[config.mk]
export PLATFORM = sky130hd
export DESIGN_NAME = sha3_padder_mr
export DESIGN_NICKNAME = d
export VERILOG_FILES = /design/src/rtl/sha3_pkg.sv /design/src/rtl/sha3_pad_word.sv /design/src/rtl/sha3_padder_mr.sv
export SDC_FILE = /design/constraint.sdc
export NUM_CORES = 2
export LEC_CHECK = 0
export ABC_AREA = 1
export ABC_CLOCK_PERIOD_IN_PS = 44900
export CORE_AREA = 3 3 465 467
export DETAILED_ROUTE_END_ITERATION = 10
export DIE_AREA = 0 0 468 470
export HOLD_SLACK_MARGIN = 0.12
export PLACE_DENSITY_LB_ADDON = 0.08
export SLEW_MARGIN = 20
export SYNTH_ARGS = -nofsm -noshare
export SYNTH_HDL_FRONTEND = slang
export SYNTH_HIERARCHICAL = 1
export SYNTH_SLANG_ARGS = --single-unit
[constraint.sdc]
create_clock -name clk -period 44.9 [get_ports clk]
set_clock_uncertainty 0.05 [all_clocks]
set_input_delay 8.98 -clock clk [delete_from_list [all_inputs] [get_ports clk]]
set_output_delay 8.98 -clock clk [all_outputs]
set_load 0.005 [all_outputs]
[src/rtl/sha3_pkg.sv]
// ---------------------------------------------------------------------------
// sha3_pkg
// Shared definitions for the multi-rate SHA-3 / Keccak input padder:
//   - digest mode encoding (mode port of sha3_padder_mr)
//   - padder state encoding
//   - rate in bits per mode
//   - padding byte for both domain settings
//   - words-per-block helper for a given mode and word width
// Configuration macro: SHA3_DOMAIN_EN
//   defined   -> PAD_BYTE = 0x06 (FIPS-202 SHA-3 domain separation)
//   undefined -> PAD_BYTE = 0x01 (original Keccak padding)
// ---------------------------------------------------------------------------
package sha3_pkg;

    typedef enum logic [1:0] {
        MODE_224 = 2'd0,
        MODE_256 = 2'd1,
        MODE_384 = 2'd2,
        MODE_512 = 2'd3
    } sha3_mode_e;

    typedef enum logic [1:0] {
        ST_FILL = 2'd0,
        ST_FULL = 2'd1,
        ST_DONE = 2'd2
    } pad_state_e;

    localparam int RATE_224 = 1152;
    localparam int RATE_256 = 1088;
    localparam int RATE_384 = 832;
    localparam int RATE_512 = 576;

    localparam logic [7:0] PAD_KECCAK = 8'h01;
    localparam logic [7:0] PAD_SHA3   = 8'h06;

`ifdef SHA3_DOMAIN_EN
    localparam logic [7:0] PAD_BYTE = PAD_SHA3;
`else
    localparam logic [7:0] PAD_BYTE = PAD_KECCAK;
`endif

    // Marker ORed into the final byte of the last padded block.
    localparam logic [7:0] PAD_END = 8'h80;

    function automatic int rate_bits(input sha3_mode_e m);
        case (m)
            MODE_224: return RATE_224;
            MODE_256: return RATE_256;
            MODE_384: return RATE_384;
            MODE_512: return RATE_512;
            default:  return RATE_512;
        endcase
    endfunction

    function automatic int words_per_block(input sha3_mode_e m, input int w);
        return rate_bits(m) / w;
    endfunction

endpackage

[src/rtl/sha3_pad_word.sv]
// ---------------------------------------------------------------------------
// sha3_pad_word
// Combinational masking/padding of one message word (big-endian bytes,
// byte 0 in the top 8 bits).
//   in       : raw message word
//   byte_num : number of valid bytes when is_last=1
//   is_last  : word ends the message
//   word     : in unchanged for non-last words; otherwise the first
//              byte_num bytes of in, then PAD_BYTE, then zero bytes
// The final-block 0x80 marker is not applied here; the padder adds it at the
// end of the rate, which may or may not be inside this word.
// Configuration macro (via sha3_pkg): SHA3_DOMAIN_EN selects PAD_BYTE.
// ---------------------------------------------------------------------------
module sha3_pad_word
    import sha3_pkg::*;
#(
    parameter int W = 32
) (
    input  logic [W-1:0]            in,
    input  logic [$clog2(W/8)-1:0]  byte_num,
    input  logic                    is_last,
    output logic [W-1:0]            word
);

    // Byte-wise select between data, pad byte and zero for the last word.
    always_comb begin
        word = in;
        if (is_last) begin
            for (int b = 0; b < W / 8; b++) begin
                if (b < int'(byte_num)) begin
                    word[W-1-8*b -: 8] = in[W-1-8*b -: 8];
                end else if (b == int'(byte_num)) begin
                    word[W-1-8*b -: 8] = PAD_BYTE;
                end else begin
                    word[W-1-8*b -: 8] = 8'h00;
                end
            end
        end else begin
            word = in;
        end
    end

endmodule

[src/rtl/sha3_padder_mr.sv]
// ---------------------------------------------------------------------------
// sha3_padder_mr
// Multi-rate Keccak/SHA-3 input padder. Packs W-bit big-endian message words
// into rate-sized blocks, applies multi-rate padding (PAD ... 0x80) and hands
// each block to the permutation core through out_ready/f_ack.
// Parameters:
//   W        : input word width, 32 or 64
//   RATE_MAX : width of out, at least the largest rate in use
// Ports:
//   clk, reset   : clock, asynchronous active-high reset
//   mode         : 0=224 (1152), 1=256 (1088), 2=384 (832), 3=512 (576);
//                  latched on the first accepted word after reset
//   in, in_ready : message word and its valid
//   is_last      : word ends the message
//   byte_num     : valid bytes in the last word (0..W/8-1)
//   buffer_full  : block held, no word accepted
//   out          : padded block, word k at out[RATE_MAX-1-k*W -: W]
//   out_ready    : out holds a complete block
//   out_last     : block on out is the final one of the message
//   f_ack        : core consumed out (only honoured while a block is held)
//   done         : final block acknowledged; all inputs ignored until reset
// Configuration macro: SHA3_DOMAIN_EN (selects PAD = 0x06 instead of 0x01).
// ---------------------------------------------------------------------------
module sha3_padder_mr
    import sha3_pkg::*;
#(
    parameter int W        = 32,
    parameter int RATE_MAX = 1152
) (
    input  logic                    clk,
    input  logic                    reset,
    input  logic [1:0]              mode,
    input  logic [W-1:0]            in,
    input  logic                    in_ready,
    input  logic                    is_last,
    input  logic [$clog2(W/8)-1:0]  byte_num,
    output logic                    buffer_full,
    output logic [RATE_MAX-1:0]     out,
    output logic                    out_ready,
    output logic                    out_last,
    input  logic                    f_ack,
    output logic                    done
);

    localparam int SLOTS = RATE_MAX / W;
    localparam int CNT_W = $clog2(SLOTS + 1);
    localparam logic [RATE_MAX-1:0] END_MARK = {{(RATE_MAX-8){1'b0}}, PAD_END};

    pad_state_e            state_r, state_s;
    logic [CNT_W-1:0]      cnt_r, cnt_s;
    sha3_mode_e            mode_r, mode_s;
    logic                  started_r, started_s;
    logic [RATE_MAX-1:0]   buf_r, buf_s;
    logic                  out_last_r, out_last_s;
    logic                  done_r, done_s;
    logic                  full_r;

    sha3_mode_e            mode_eff_s;
    int                    n_s;
    logic [W-1:0]          pad_word_s;

    sha3_pad_word #(.W(W)) u_pad_word (
        .in       (in),
        .byte_num (byte_num),
        .is_last  (is_last),
        .word     (pad_word_s)
    );

    // Block geometry: the live mode pin is used only until the first word
    // of the message has latched it.
    always_comb begin
        mode_eff_s = started_r ? mode_r : sha3_mode_e'(mode);
        n_s        = words_per_block(mode_eff_s, W);
    end

    // Next-state, buffer update and flag computation.
    always_comb begin
        state_s    = state_r;
        cnt_s      = cnt_r;
        buf_s      = buf_r;
        mode_s     = mode_r;
        started_s  = started_r;
        out_last_s = out_last_r;
        done_s     = done_r;
        case (state_r)
            ST_FILL: begin
                if (in_ready) begin
                    // Slot cnt is still zero, so ORing the shifted word writes it.
                    buf_s = buf_r | ({pad_word_s, {(RATE_MAX-W){1'b0}}} >> (int'(cnt_r) * W));
                    cnt_s = cnt_r + CNT_W'(1);
                    if (!started_r) begin
                        mode_s    = sha3_mode_e'(mode);
                        started_s = 1'b1;
                    end else begin
                        mode_s    = mode_r;
                    end
                    if (is_last) begin
                        // 0x80 goes into the last byte of the rate, which can
                        // coincide with the pad byte just written.
                        buf_s      = buf_s | (END_MARK << (RATE_MAX - n_s * W));
                        state_s    = ST_FULL;
                        out_last_s = 1'b1;
                    end else if (int'(cnt_r) + 1 == n_s) begin
                        state_s    = ST_FULL;
                        out_last_s = 1'b0;
                    end else begin
                        state_s    = ST_FILL;
                    end
                end else begin
                    state_s = ST_FILL;
                end
            end
            ST_FULL: begin
                if (f_ack) begin
                    buf_s      = '0;
                    cnt_s      = '0;
                    out_last_s = 1'b0;
                    if (out_last_r) begin
                        state_s = ST_DONE;
                        done_s  = 1'b1;
                    end else begin
                        state_s = ST_FILL;
                    end
                end else begin
                    state_s = ST_FULL;
                end
            end
            ST_DONE: begin
                state_s = ST_DONE;
            end
            default: begin
                state_s = ST_FILL;
                cnt_s   = '0;
                buf_s   = '0;
            end
        endcase
    end

    // State and output registers; reset discards any partial or held block.
    always_ff @(posedge clk or posedge reset) begin
        if (reset) begin
            state_r    <= ST_FILL;
            cnt_r      <= '0;
            mode_r     <= MODE_224;
            started_r  <= 1'b0;
            buf_r      <= '0;
            out_last_r <= 1'b0;
            done_r     <= 1'b0;
            full_r     <= 1'b0;
        end else begin
            state_r    <= state_s;
            cnt_r      <= cnt_s;
            mode_r     <= mode_s;
            started_r  <= started_s;
            buf_r      <= buf_s;
            out_last_r <= out_last_s;
            done_r     <= done_s;
            full_r     <= (state_s == ST_FULL);
        end
    end

    assign out         = buf_r;
    assign out_ready   = full_r;
    assign buffer_full = full_r;
    assign out_last    = out_last_r;
    assign done        = done_r;

endmodule

==> flow_summary.yaml <==
floorplan:
  initial_core_util: 0.2320
  rows: 169
  core_um2: 212100
  die_h_um: 470
  top_level_ports: 1197
  die_w_um: 468
  fp.dieArea_um2: 220000
synthesis:
  ys_ff_latch: 1166
  synth_cells: 5808
  synth-warning-count: 6
  ys_seq_area_frac: 0.5931
  synth.avg_cell_area_um2: 8.471
  netlist_area_um2: 49200
  syn_nets: 5850
  synth.distinct_cells: 29
timing:
  rsz0062_at_grt: "false"
  finalCritPeriodShare: 0.3218
  worst_pin_slew_ns: 1.238
  holdWs_ns: 0.4421
  period_minus_slack_ns: 14.45
  setup_tns_ns: 0
  slew_violations: 0
  fmaxAchievable_ghz: 0.06921
  max_slew_margin: 0.1748
  hold_viol_final: 0
  final-setup-viol-count: 0
cells_and_area:
  final_cell_count_no_fill: 9793
  nFillCells: 22710
  syn2layout_area_growth_pct: 39.34
  post-route-util: 0.3232
  multi_input_area_um2: 14510
  register_area_um2: 29190
  nets: 6886
  mostFrequentLayoutCells: "clkdlybuf4s50_1, dfrtp_1, a21oi_1"
  final_common_cell: "clkdlybuf4s50_1"
  drive_above_1_share: 0.05605
routing:
  ant_nets: 0
  routedWlPerCell_um: 27.30
  drt_iter0_markers: 3009
  drc: 0
  via_per_inst: 4.455
  vias: 43630
  firstDrtPassIters: 5
  drt-total-wl_um: 267400
power:
  power_switching_w: 0.001307
  p_leak_nw: 28.42
  power_density_nw_per_um2: 50.00
  ir_worst_vdd_mv: 0.04597
  p_sw_frac: 0.3814
  seq_power_share: 0.355
  p_int_w: 0.002121
  pwr-share-comb: 0.293
  pwr-share-clk: 0.352
clock_tree:
  postCtsSetupBuffers: 0
  postCtsHoldBufs: 0
  clockBufferDepth: 3
  cts_tree: "built"
  cts.repair.resized: 0
  cts.sinks: 1166
  root_buffer: "clkbuf_16"
  cts_made_buffers: 149
  htreeDepth: 4
  path_clk_slew_ns: 0.06
  clock_latency_ns: 0.78
grt:
  grtUsageTotal: 0.2361
  grt_pass1_vias: 43640
  grt_pass1_wl_um: 367000
  overflow: 0
  grt_antenna_before_repair: 22
  grt_start_max_net_pins: 214
worst_hold_path:
  min_path_type: "flop to flop"
worst_setup_path:
  critPathMaxFanout: 90
  endpoint_kind: "flop"
  crit_type: "input pin to flop"
  critPathLaunchType: "input pin"
  cp.required_ns: 45.48
  cp.arrival_ns: 15.03
status:
  status: "completed"
placement:
  dpl.hpwl_um: 188100
  dp_cells: 9514
  gp_congestion: 0.8439
  numPortBuffers: 1196
run:
  maxCapViolCount: 0
-- power by group through the flow --
| stage | clock [W] | combinational (W) | sequential (W) |
|---|---|---|---|
| floorplan | 0 | 0.000488 | 0.00122 |
| detailed placement | 0 | 0.00102 | 0.00124 |
| global placement | 0 | 0.00103 | 0.00124 |
| CTS | 0.00124 | 0.00103 | 0.00122 |
| global route | 0.00128 | 0.00108 | 0.00123 |
| finish | 0.00121 | 0.00100 | 0.00122 |
-- cells in the mapped netlist --
cell type,instances,share of area
nor2_1,839,0.064
clkinv_2,1,0.00010
inv_1,1014,0.077
nor3_4,1,0.00033
buf_4,19,0.0029
o21ai_2,1,0.00018
buf_1,41,0.0031
nand4_1,5,0.00064
clkinv_1,2,0.00015
clkbuf_1,168,0.013
nor2_4,3,0.00069
dfrtp_1,1166,0.59
a21oi_1,1095,0.11
o31ai_1,1,0.00015
nand3_1,137,0.014
buf_2,150,0.015
o22ai_1,3,0.00038
a31oi_1,1,0.00013
buf_6,1,0.00023
nand2_1,886,0.068
o21ba_2,63,0.013
o21ai_0,6,0.00061
nor2_2,1,0.00013
nor3_1,160,0.016
nand2_2,2,0.00025
ha_1,1,0.00025
nand2_4,3,0.00069
inv_2,6,0.00046
nor4_1,32,0.0041
-- layout make-up --
type | instances | area share
clock inverters | 35 | 0.004563
clock buffers | 230 | 0.06607
multi-input cells | 3240 | 0.2117
diodes | 14 | 0.0005110
inverters | 1023 | 0.05658
repair buffers | 1264 | 0.1833
flip-flops and latches | 1166 | 0.4259
well taps | 2821 | 0.05149
-- cells by family after synthesis --
kind of cell / count (synthesis) / share of synthesized area
compound gates: 1170 / 0.1257
fa+ha+maj: 1 / 0.0002543
buf+inv: 1402 / 0.1124
flops: 1166 / 0.5931
simple gates: 2069 / 0.1686
-- worst paths after layout --
path                                         end                  start  slack [ns]  depth (start not counted)
max                         out[700]$_DFFE_PP0P_                  f_ack       30.45                         13
min reg2reg                out[1109]$_DFFE_PP0P_  out[1109]$_DFFE_PP0P_        0.44                          2
max reg2reg                 out[700]$_DFFE_PP0P_   state_r[0]$_DFF_PP0_       38.78                         13
max in group asynchronous   out[650]$_DFFE_PP0P_                  reset       31.64                          7
min in group asynchronous   out[944]$_DFFE_PP0P_                  reset        8.66                          2
min                        out[1109]$_DFFE_PP0P_  out[1109]$_DFFE_PP0P_        0.44                          2
-- metal layers --
| metal | GRT usage | vias to the layer above | part of all wire |
|---|---|---|---|
| li1 | - | 20040 | - |
| met5 | 0 | - | 0.000090 |
| met1 | 0.2990 | 21960 | 0.42 |
| met3 | 0.07450 | 264 | 0.078 |
| met2 | 0.3838 | 1367 | 0.47 |
| met4 | 0.06980 | 4 | 0.030 |
-- critical path: stages --
cell and delay, ns:
clkdlybuf4s50_1 0.57, inv_1 0.06, nand2_1 0.12, o21ai_2 0.09, inv_2 0.08, nand2_4 0.10, nor2_4 0.57, buf_4 0.89
buf_4 0.72, buf_4 0.81, buf_4 0.88, buf_4 0.83, a21oi_1 0.08
-- per-stage QoR --
step	area, um2	power (W)	setup WS [ns]
after floorplan	49200	0.001708	3.027
after global placement	63680	0.002262	29.56
after detailed placement	63680	0.002262	29.56
after CTS	68520	0.003491	30.46
after global routing	68530	0.003591	30.04
final	68550	0.003428	30.45
-- state kept, by name, indices dropped and copies added, names as in the netlist --
register	flops
started_r	1
buffer_full	1
mode_r	2
cnt_r	6
state_r	2
done	1
out	1152
out_last	1
Power figures use the tool's default switching activity.
